## config.mk

```make
export PLATFORM = sky130hd
export DESIGN_NAME = wb_port_arbiter
export DESIGN_NICKNAME = d
export VERILOG_FILES = /design/src/rtl/wb_port_arbiter_pkg.sv /design/src/rtl/wb_ret_fifo.sv /design/src/rtl/wb_port_arbiter.sv
export SDC_FILE = /design/constraint.sdc
export NUM_CORES = 1
export LEC_CHECK = 0
export BUFFER_PORTS_ARGS = -buffer_cell sky130_fd_sc_hd__buf_2
export CAP_MARGIN = 15
export CORE_ASPECT_RATIO = 1.2
export CORE_MARGIN = 3
export CORE_UTILIZATION = 55
export CTS_BUF_LIST = sky130_fd_sc_hd__clkbuf_8
export CTS_CLUSTER_DIAMETER = 150
export DETAILED_ROUTE_END_ITERATION = 16
export PLACE_DENSITY = 0.86
export SETUP_SLACK_MARGIN = 0.2
export SYNTH_ARGS = -nofsm -noshare
export SYNTH_HDL_FRONTEND = slang
export SYNTH_HIERARCHICAL = 1
export SYNTH_SLANG_ARGS = --single-unit
```

## constraint.sdc

```tcl
create_clock -name clk -period 9.2 [get_ports clk]
set_clock_uncertainty 0.1 [all_clocks]
set_input_delay 1.84 -clock clk [delete_from_list [all_inputs] [get_ports clk]]
set_output_delay 1.84 -clock clk [all_outputs]
set_load 0.005 [all_outputs]
```

## src/rtl/wb_port_arbiter_pkg.sv

```systemverilog
// Shared types for the register-file write-port arbiter: data widths,
// the buffered miss-return entry and the grant-source encoding.
package wb_port_arbiter_pkg;

  localparam int XLEN   = 32;
  localparam int REG_AW = 5;

  // One buffered miss return; live drops to 0 once a younger pipeline
  // write to the same register makes the data stale.
  typedef struct packed {
    logic [REG_AW-1:0] rd;
    logic [XLEN-1:0]   wd;
    logic              live;
  } wb_entry_t;

  typedef enum logic [1:0] {
    GNT_NONE,
    GNT_PIPE,
    GNT_BUF
  } gnt_src_e;

endpackage

```

## src/rtl/wb_ret_fifo.sv

```systemverilog
// Miss-return buffer: a small circular FIFO whose entries carry a live bit
// that can be cleared in parallel by destination-register match.
module wb_ret_fifo #(
  parameter int DEPTH = 2
) (
  input  logic                                      clk,
  input  logic                                      rst,
  input  logic                                      push,
  input  wb_port_arbiter_pkg::wb_entry_t            pushEntry,
  input  logic                                      pop,
  input  logic                                      killEn,
  input  logic [wb_port_arbiter_pkg::REG_AW-1:0]    killRd,
  output wb_port_arbiter_pkg::wb_entry_t            headEntry,
  output logic [$clog2(DEPTH+1)-1:0]                count
);
  import wb_port_arbiter_pkg::*;

  localparam int AW = $clog2(DEPTH);
  localparam int CW = $clog2(DEPTH+1);

  logic [REG_AW-1:0] rdMem [DEPTH];
  logic [XLEN-1:0]   wdMem [DEPTH];
  logic [DEPTH-1:0]  liveMem;
  logic [AW-1:0]     wrPtr;
  logic [AW-1:0]     rdPtr;

  // Head view; an empty buffer never presents a live head.
  always_comb begin
    headEntry.rd   = rdMem[rdPtr];
    headEntry.wd   = wdMem[rdPtr];
    headEntry.live = (count != '0) && liveMem[rdPtr];
  end

  // Pointer and occupancy bookkeeping; pointers wrap because DEPTH is a power of 2.
  always_ff @(posedge clk) begin
    // NOTE: sequential state uses non-blocking assignments so every register
    // samples the pre-edge values, independent of statement order.
    if (!rst) begin
      wrPtr <= '0;
      rdPtr <= '0;
      count <= '0;
    end else begin
      if (push) wrPtr <= wrPtr + AW'(1);
      if (pop)  rdPtr <= rdPtr + AW'(1);
      case ({push, pop})
        2'b10:   count <= count + CW'(1);
        2'b01:   count <= count - CW'(1);
        default: count <= count;
      endcase
    end
  end

  // Payload storage for the buffered returns.
  always_ff @(posedge clk) begin
    // NOTE: the payload array is deliberately not reset; an entry is only
    // ever read while count and its live bit say it is valid.
    if (push) begin
      rdMem[wrPtr] <= pushEntry.rd;
      wdMem[wrPtr] <= pushEntry.wd;
    end
  end

  // Live bits: reset, parallel kill by rd, then the incoming entry.
  always_ff @(posedge clk) begin
    if (!rst) begin
      liveMem <= '0;
    end else begin
      for (int i = 0; i < DEPTH; i++) begin
        if (killEn && (rdMem[i] == killRd)) liveMem[i] <= 1'b0;
      end
      // The tail slot is unoccupied, so the pushed entry's own live value wins.
      if (push) liveMem[wrPtr] <= pushEntry.live;
    end
  end

endmodule

```

## src/rtl/wb_port_arbiter.sv

```systemverilog
// Register-file write-port arbiter: the writeback stage has priority, miss
// returns are buffered, a starved live head forces a one-cycle stall, and
// younger pipeline writes kill stale buffered returns.
module wb_port_arbiter #(
  parameter int DEPTH    = 2,
  parameter int MAX_WAIT = 4,
  parameter int XLEN     = wb_port_arbiter_pkg::XLEN
) (
  input  logic                                   clk,
  input  logic                                   rst,
  input  logic                                   pipe_we_i,
  input  logic [wb_port_arbiter_pkg::REG_AW-1:0] pipe_rd_i,
  input  logic [XLEN-1:0]                        pipe_wd_i,
  input  logic                                   mem_valid_i,
  input  logic [wb_port_arbiter_pkg::REG_AW-1:0] mem_rd_i,
  input  logic [XLEN-1:0]                        mem_wd_i,
  output logic                                   mem_ready_o,
  output logic                                   stall_o,
  output logic                                   rf_we_o,
  output logic [wb_port_arbiter_pkg::REG_AW-1:0] rf_rd_o,
  output logic [XLEN-1:0]                        rf_wd_o,
  output logic [$clog2(DEPTH+1)-1:0]             buf_count_o
);
  import wb_port_arbiter_pkg::*;

  localparam int CW = $clog2(DEPTH+1);
  localparam int WW = $clog2(MAX_WAIT+1);

  logic          pipeReq;
  logic          push;
  logic          pop;
  logic          killEn;
  logic [CW-1:0] count;
  logic [WW-1:0] waitCnt;
  wb_entry_t     pushEntry;
  wb_entry_t     headEntry;
  gnt_src_e      grant;

  wb_ret_fifo #(.DEPTH(DEPTH)) u_fifo (
    .clk       (clk),
    .rst       (rst),
    .push      (push),
    .pushEntry (pushEntry),
    .pop       (pop),
    .killEn    (killEn),
    .killRd    (pipe_rd_i),
    .headEntry (headEntry),
    .count     (count)
  );

  assign buf_count_o = count;

  // Request decode, stall and fixed-priority grant; all forced idle in reset.
  always_comb begin
    // NOTE: every always_comb output gets a default first so no path can
    // leave it unassigned and infer a latch.
    pipeReq     = pipe_we_i && (pipe_rd_i != '0);
    mem_ready_o = rst && (count < CW'(DEPTH));
    stall_o     = rst && pipeReq && headEntry.live && (waitCnt == WW'(MAX_WAIT));
    grant       = GNT_NONE;
    if (!rst)                grant = GNT_NONE;
    else if (stall_o)        grant = GNT_BUF;
    else if (pipeReq)        grant = GNT_PIPE;
    else if (count != '0)    grant = GNT_BUF;
  end

  // FIFO controls; a return aimed at x0 is accepted but dropped.
  always_comb begin
    pop            = (grant == GNT_BUF);
    killEn         = (grant == GNT_PIPE);
    push           = mem_valid_i && mem_ready_o && (mem_rd_i != '0);
    pushEntry.rd   = mem_rd_i;
    pushEntry.wd   = mem_wd_i;
    pushEntry.live = !(killEn && (pipe_rd_i == mem_rd_i));
  end

  // Register-file port mux; address and data are zero whenever no write occurs.
  always_comb begin
    rf_we_o = 1'b0;
    rf_rd_o = '0;
    rf_wd_o = '0;
    case (grant)
      GNT_PIPE: begin
        rf_we_o = 1'b1;
        rf_rd_o = pipe_rd_i;
        rf_wd_o = pipe_wd_i;
      end
      GNT_BUF: begin
        if (headEntry.live) begin
          rf_we_o = 1'b1;
          rf_rd_o = headEntry.rd;
          rf_wd_o = headEntry.wd;
        end
      end
      default: ;
    endcase
  end

  // Starvation counter for the live head, saturating at MAX_WAIT.
  always_ff @(posedge clk) begin
    if (!rst) begin
      waitCnt <= '0;
    end else if (pop || !headEntry.live) begin
      waitCnt <= '0;
    end else if (waitCnt != WW'(MAX_WAIT)) begin
      waitCnt <= waitCnt + WW'(1);
    end
  end

endmodule
```

-- Word-level counts from Yosys, hierarchy flattened
Memories as Yosys holds them, arrays and structs flattened. A register that Yosys moved wholly into a read port is not among the register bits.
Index checks and enable logic that the tools add are counted.
- order comparisons: 4
- equality and inequality tests: 9
- reductions and logical operators: 20
- add/sub/neg operators: 5
- bitwise gates (word level): 1
- muxes and demuxes: 27
- operators by type and width (kind ; number):
    $pmux 32 s2 ; 1
    $mux 32 ; 1
    $eq 5x5->1 ; 3
    $mux 1 ; 14
    $logic_and 1x1->1 ; 12
    $mux 2 ; 5
    $pmux 5 s2 ; 1
    $reduce_bool 5->1 ; 2
    $mux 5 ; 1
    $eq 2x1->1 const B ; 2
    $eq 2x2->1 const B ; 2
    $lt 1x2->1 const B ; 2
    $pmux 2 s2 ; 1
    $reduce_bool 2->1 ; 2
    $add 3x1->3 const B ; 1
    $eq 3x3->1 const B ; 1
    $ne 3x3->1 const B ; 1
    $add 1x1->1 const B ; 2
    $add 2x1->2 const B ; 1
    $bwmux 2 ; 1
    $logic_not 1->1 ; 2
    $lt 2x2->1 const B ; 1
    $pmux 1 s2 ; 1
    $reduce_or 2->1 ; 1
    other kinds (5) ; 5
- output and inout port bits: 42
- memories: 2
- flip-flop bits (word level): 9
- memory bits (writable): 74
- logic and storage cells: 73
- memories (memory ; words ; bits a word ; read ports ; clocked after memory_dff ; write ports ; RTL line ; text):
    u_fifo.wdMem ; 2 ; 32 ; 1 ; 1 ; 1 ; wb_ret_fifo.sv:22 ; logic [XLEN-1:0] wdMem [DEPTH];
    u_fifo.rdMem ; 2 ; 5 ; 3 ; 1 ; 1 ; wb_ret_fifo.sv:21 ; logic [REG_AW-1:0] rdMem [DEPTH];

-- Longest topological paths before layout
- depth after elaboration: 13
- gate-level depth with buffers: 11
- gate-level depth less buffers: 10

-- Cells and area by module
The synthesis kept the hierarchy.
- by module, submodules not included (module ; sequential area each (µm²) ; times used ; cells an instance ; area an instance (µm²)):
    wb_ret_fifo ; 2362.3 ; 1 ; 160 ; 3072.9
    wb_port_arbiter ; 60.1 ; 1 ; 131 ; 805.8

-- Worst setup path before layout
OpenSTA, ideal clock, no wires.
- kind: input to output
- start: input pipe_rd_i[3] (netlist name)
- end: output rf_rd_o[0] (netlist name)
- buffers on the path: 2
- arrival: 3.717 ns
- cell stages on the path: 9
- data required time: 7.260 ns
- slack: 3.543 ns
- cell sequence: or3_4 > o31a_1 > o311a_1 > ha_1 > and2_1 > buf_2 > buf_1 > a22oi_1 > nor2_1
- cells in the longest elaborated chain, start to end: 9
- elaborated cells on any way between the ends: 11
- classes of those cells: 2 x eq/ne; 4 x mux; 5 x reduce/logical
- ends and longest elaborated chain (element ; RTL line ; text):
    start: declaration ; wb_port_arbiter.sv:12 ; input logic [wb_port_arbiter_pkg::REG_AW-1:0] pipe_rd_i,
    $reduce_bool 5->1 (*) ; wb_port_arbiter.sv:57 ; pipeReq = pipe_we_i && (pipe_rd_i != '0);
    $logic_and 1x1->1 (*) ; wb_port_arbiter.sv:57 ;
    $logic_and 1x1->1 (3 in a row) ; wb_port_arbiter.sv:59 ; stall_o = rst && pipeReq && headEntry.live && (waitCnt == WW'(MAX_WAIT));
    $mux 2 (*) ; wb_port_arbiter.sv:62 ; else if (stall_o) grant = GNT_BUF;
    $mux 2 (*) ; wb_port_arbiter.sv:61 ; if (!rst) grant = GNT_NONE;
    $eq 2x2->1 (*) ; n/a ;
    via pop ; wb_port_arbiter.sv:31 ; logic pop;
    $pmux 5 s2 (*) ; wb_port_arbiter.sv:82 ; case (grant)
    end: declaration ; wb_port_arbiter.sv:20 ; output logic [wb_port_arbiter_pkg::REG_AW-1:0] rf_rd_o,
Mark *: on every way through the listed nets, which the timed path passes. The rest lies on a longest branch.

-- Worst setup path after layout
- start: input pipe_rd_i[3] (netlist name)
- end: output rf_wd_o[13]
- cells in the longest elaborated chain, start to end: 9
- elaborated cells on any way between the ends: 11
- classes of those cells: 2 x eq/ne; 4 x mux; 5 x reduce/logical
- ends and longest elaborated chain (element ; RTL line ; text):
    $reduce_bool 5->1 (*) ; wb_port_arbiter.sv:57 ;
    $logic_and 1x1->1 (*) ; wb_port_arbiter.sv:57 ;
    $logic_and 1x1->1 (3 in a row) ; wb_port_arbiter.sv:59 ;
    $mux 2 (*) ; wb_port_arbiter.sv:62 ;
    $mux 2 (*) ; wb_port_arbiter.sv:61 ;
    $eq 2x2->1 (*) ; n/a ;
    via pop ; wb_port_arbiter.sv:31 ;
    $pmux 32 s2 (*) ; wb_port_arbiter.sv:82 ;
    end: declaration ; wb_port_arbiter.sv:21 ; output logic [XLEN-1:0] rf_wd_o,
Marked as above.

==> results.py <==
metrics = {
    "hold_path": {
        "holdPathStages": 2,
        "worstHoldPathType": "register to register",
    },
    "routing": {
        "num_vias": 2814,
        "wl_per_cell_um": 17.2,
        "detail_route.first_pass.iterations": 5,
        "drt-total-wl_um": 8600,
        "ant_nets": 0,
        "vias_per_cell": 5.64,
        "drt_first_iter_violations": 170,
        "route.detailed.drc": 0,
    },
    "grt": {
        "grtUsageTotal": 0.219,
        "first_global_vias": 2809,
        "overflow": 0,
        "antenna_found_initial": 0,
        "grt_max_degree": 42,
        "grt_pass1_wl_um": 13400,
    },
    "power": {
        "worst_ir_drop_vdd_v": 0.000118,
        "power.density_mw_per_mm2": 174,
        "total_power_mw": 0.829,
        "p_clk_frac": 0.338,
        "p_int_mw": 0.643,
        "p_seq_frac": 0.539,
        "switching_power_mw": 0.186,
        "sw_frac_of_total": 0.225,
        "cellLeakagePower_nw": 1.88,
        "combPwrFrac": 0.122,
    },
    "final_layout": {
        "drive_gt1_frac": 0.430,
        "utilization": 0.719,
        "seq_area_sq_mm": 0.00242,
        "syn2layout_area_growth_pct": 23.1,
        "multiInputGateArea_sq_mm": 0.00136,
        "fillers": 475,
        "fin_nets": 492,
        "antenna_cells": 0,
    },
    "worst_setup_path": {
        "start_kind": "primary input",
        "slowest_stage": "and2_1",
        "cp.arrival_ns": 4.39,
        "worst_ep_required_time_ns": 7.26,
        "criticalPathCategory": "primary input to output pin",
        "path_buf_inv": 3,
        "max_stage_delay_ns": 0.49,
        "worstSetupEndpointType": "output pin",
        "cpLargestDelayFamily": "simple AND/OR/NAND/NOR gates",
        "path_common_cell": "buf_2",
        "path_cells": "buf_2 -> or3_4 -> o311ai_1 -> o311a_1 -> ha_1 -> and2_1 -> buf_4 -> a22oi_1 -> nor2_1 -> buf_2",
        "cp_max_fo": 24,
        "reg2reg_depth": 6,
        "crit_cells": 10,
    },
    "timing": {
        "tns_ns": 0,
        "period_minus_slack_ns": 6.33,
        "rsz0062_at_grt": "no",
        "setup_viol": 0,
        "hold_viol": 0,
        "finalCritPeriodShare": 0.688,
        "tightest_slew_ns": 0.948,
        "drv_slew": 0,
        "slew_headroom": 0.368,
        "fmax_mhz": 158,
    },
    "synth": {
        "ys_seq_area_frac": 0.625,
        "avgSynthCellArea_sq_um": 13.3,
        "ys.flop_type": "edfxtp_1",
        "synth.largest_area_cell": "edfxtp_1",
        "syn_inst": 291,
        "yosysMostFrequentCell": "edfxtp_1",
        "yosys-top-cells-area": "edfxtp_1 (57%), mux2_2 (11%), a22oi_1 (7.2%)",
        "synth_nets": 374,
        "synth_common_cells": "edfxtp_1 (74), nor2_1 (51), a22oi_1 (37), mux2_2 (37), xor2_1 (15)",
        "synth_edf_count": 74,
        "yosysWarningCount": 6,
        "synth.cell_area_sq_mm": 0.00388,
        "ys_ff_latch": 84,
        "synth_top_area_frac": 0.573,
        "synthDistinctLibCells": 33,
        "async_flop_share": 0,
    },
    "placement": {
        "io_buffers": 119,
        "hpwl_um": 5870,
        "place.gp.congestion": 0.831,
    },
    "clock_tree": {
        "htree_levels": 3,
        "hold_buffers": 0,
        "clkLatencyLatePin_ns": 0.33,
        "cts.sinks": 84,
        "clk_pin_slew_ns": 0.07,
        "cts_tree": "yes",
        "cts-buffers-inserted": 9,
        "cts_setup_buffers": 0,
        "cts_root_buf": "clkbuf_8",
        "clockBufferDepth": 2,
        "cts_resized": 0,
    },
    "floorplanning": {
        "initial_core_util": 0.584,
        "rows": 32,
        "dieHeight_um": 98.0,
        "io_pins": 120,
        "core_area_sq_mm": 0.00665,
        "chipWidth_um": 82.7,
        "die_area_sq_mm": 0.00810,
    },
    "run": {
        "maxCapViolCount": 0,
    },
    "outcome": {
        "status": "completed",
    },
}
==> sequential cells by signal, summed over array words and instances, names as in the netlist, named ones only <==
signal	flops
u_fifo/wdMem	64
u_fifo/rdMem	10
waitCnt	3
u_fifo/count	2
u_fifo/liveMem	2
u_fifo/rdPtr	1
u_fifo/wrPtr	1
==> cells in the final DEF, fill, tap and decap left out, drive strengths merged, types with 4 or more instances in the layout <==
cell type  synthesis  routed
inv                5       7
buf                9     123
dfxtp             10      10
edfxtp            74      74
clkbuf             7      10
xnor2              5       5
a22oi             37      37
nor2              51      51
xor2              15      15
nand2              5       5
ha                 5       5
mux2              37      37
a21oi              4       4
==> worst register-to-register path, cell delays in order, from the launching register on <==
cell	delay, ns
dfxtp_1	0.37
nor2b_1	0.17
nand2_1	0.08
a21oi_1	0.35
and2b_2	0.86
mux2i_1	0.17
a311oi_1	0.27
==> through the flow <==
step,hold WS (ns),instance area (sq um),setup slack [ns],cells
2_1_floorplan,0.360,3880,3.54,291
3_3_place_gp,0.370,4530,2.99,482
3_5_place_dp,0.404,4530,2.86,482
4_1_cts,0.415,4750,2.85,498
5_1_grt,0.436,4780,2.63,499
6_report,0.409,4780,2.87,499
==> final cells by class <==
type / count / area share
clock buffer: 10 / 0.0288
clock inverter: 6 / 0.0170
inverter: 5 / 0.00393
multi-input combinational: 186 / 0.285
sequential: 84 / 0.507
tap: 85 / 0.0223
timing repair buffer: 123 / 0.135
==> cells by family (layout without fill, tap and decap cells) <==
logic type / count (synthesis) / after routing / share of synthesized area
DFF: 84 / 84 / 0.625
and+or+nand+nor: 72 / 72 / 0.0810
AOI/OAI and AO/OA: 49 / 49 / 0.0939
muxes: 40 / 40 / 0.115
buffers and inverters: 21 / 144 / 0.0242
xor gates and xnor gates: 20 / 20 / 0.0452
adders and majority gates: 5 / 5 / 0.0161
==> path summary, 6_finish.rpt <==
check | start | endpoint | slack (ns)
hold reg to reg | waitCnt[1]$_SDFFE_PP0P_ | waitCnt[1]$_SDFFE_PP0P_ | 0.41
setup / recovery | pipe_rd_i[3] | rf_wd_o[13] | 2.87
hold / removal | waitCnt[1]$_SDFFE_PP0P_ | waitCnt[1]$_SDFFE_PP0P_ | 0.41
setup reg to reg | u_fifo/count[1]$_SDFFE_PN0P_ | u_fifo/liveMem[0]$_SDFF_PN0_ | 6.74
==> routing by layer <==
metal  global-route usage  wire (um)  up-vias
met5                    0          0        -
met4                0.101        176        0
met3               0.0452        489       16
met2                0.362       4670      122
met1                0.270       3270     1347
li1                     -          -     1329
==> power by group through the flow <==
stage / Clock [mW] / Sequential (mW) / Combinational, mW
floorplan: 0 / 0.448 / 0.0629
global placement: 0 / 0.454 / 0.0945
detailed placement: 0 / 0.456 / 0.0975
CTS: 0.285 / 0.447 / 0.0985
global route: 0.302 / 0.449 / 0.111
finish: 0.281 / 0.447 / 0.102
Note: power is estimated with default switching activity, not from simulation.
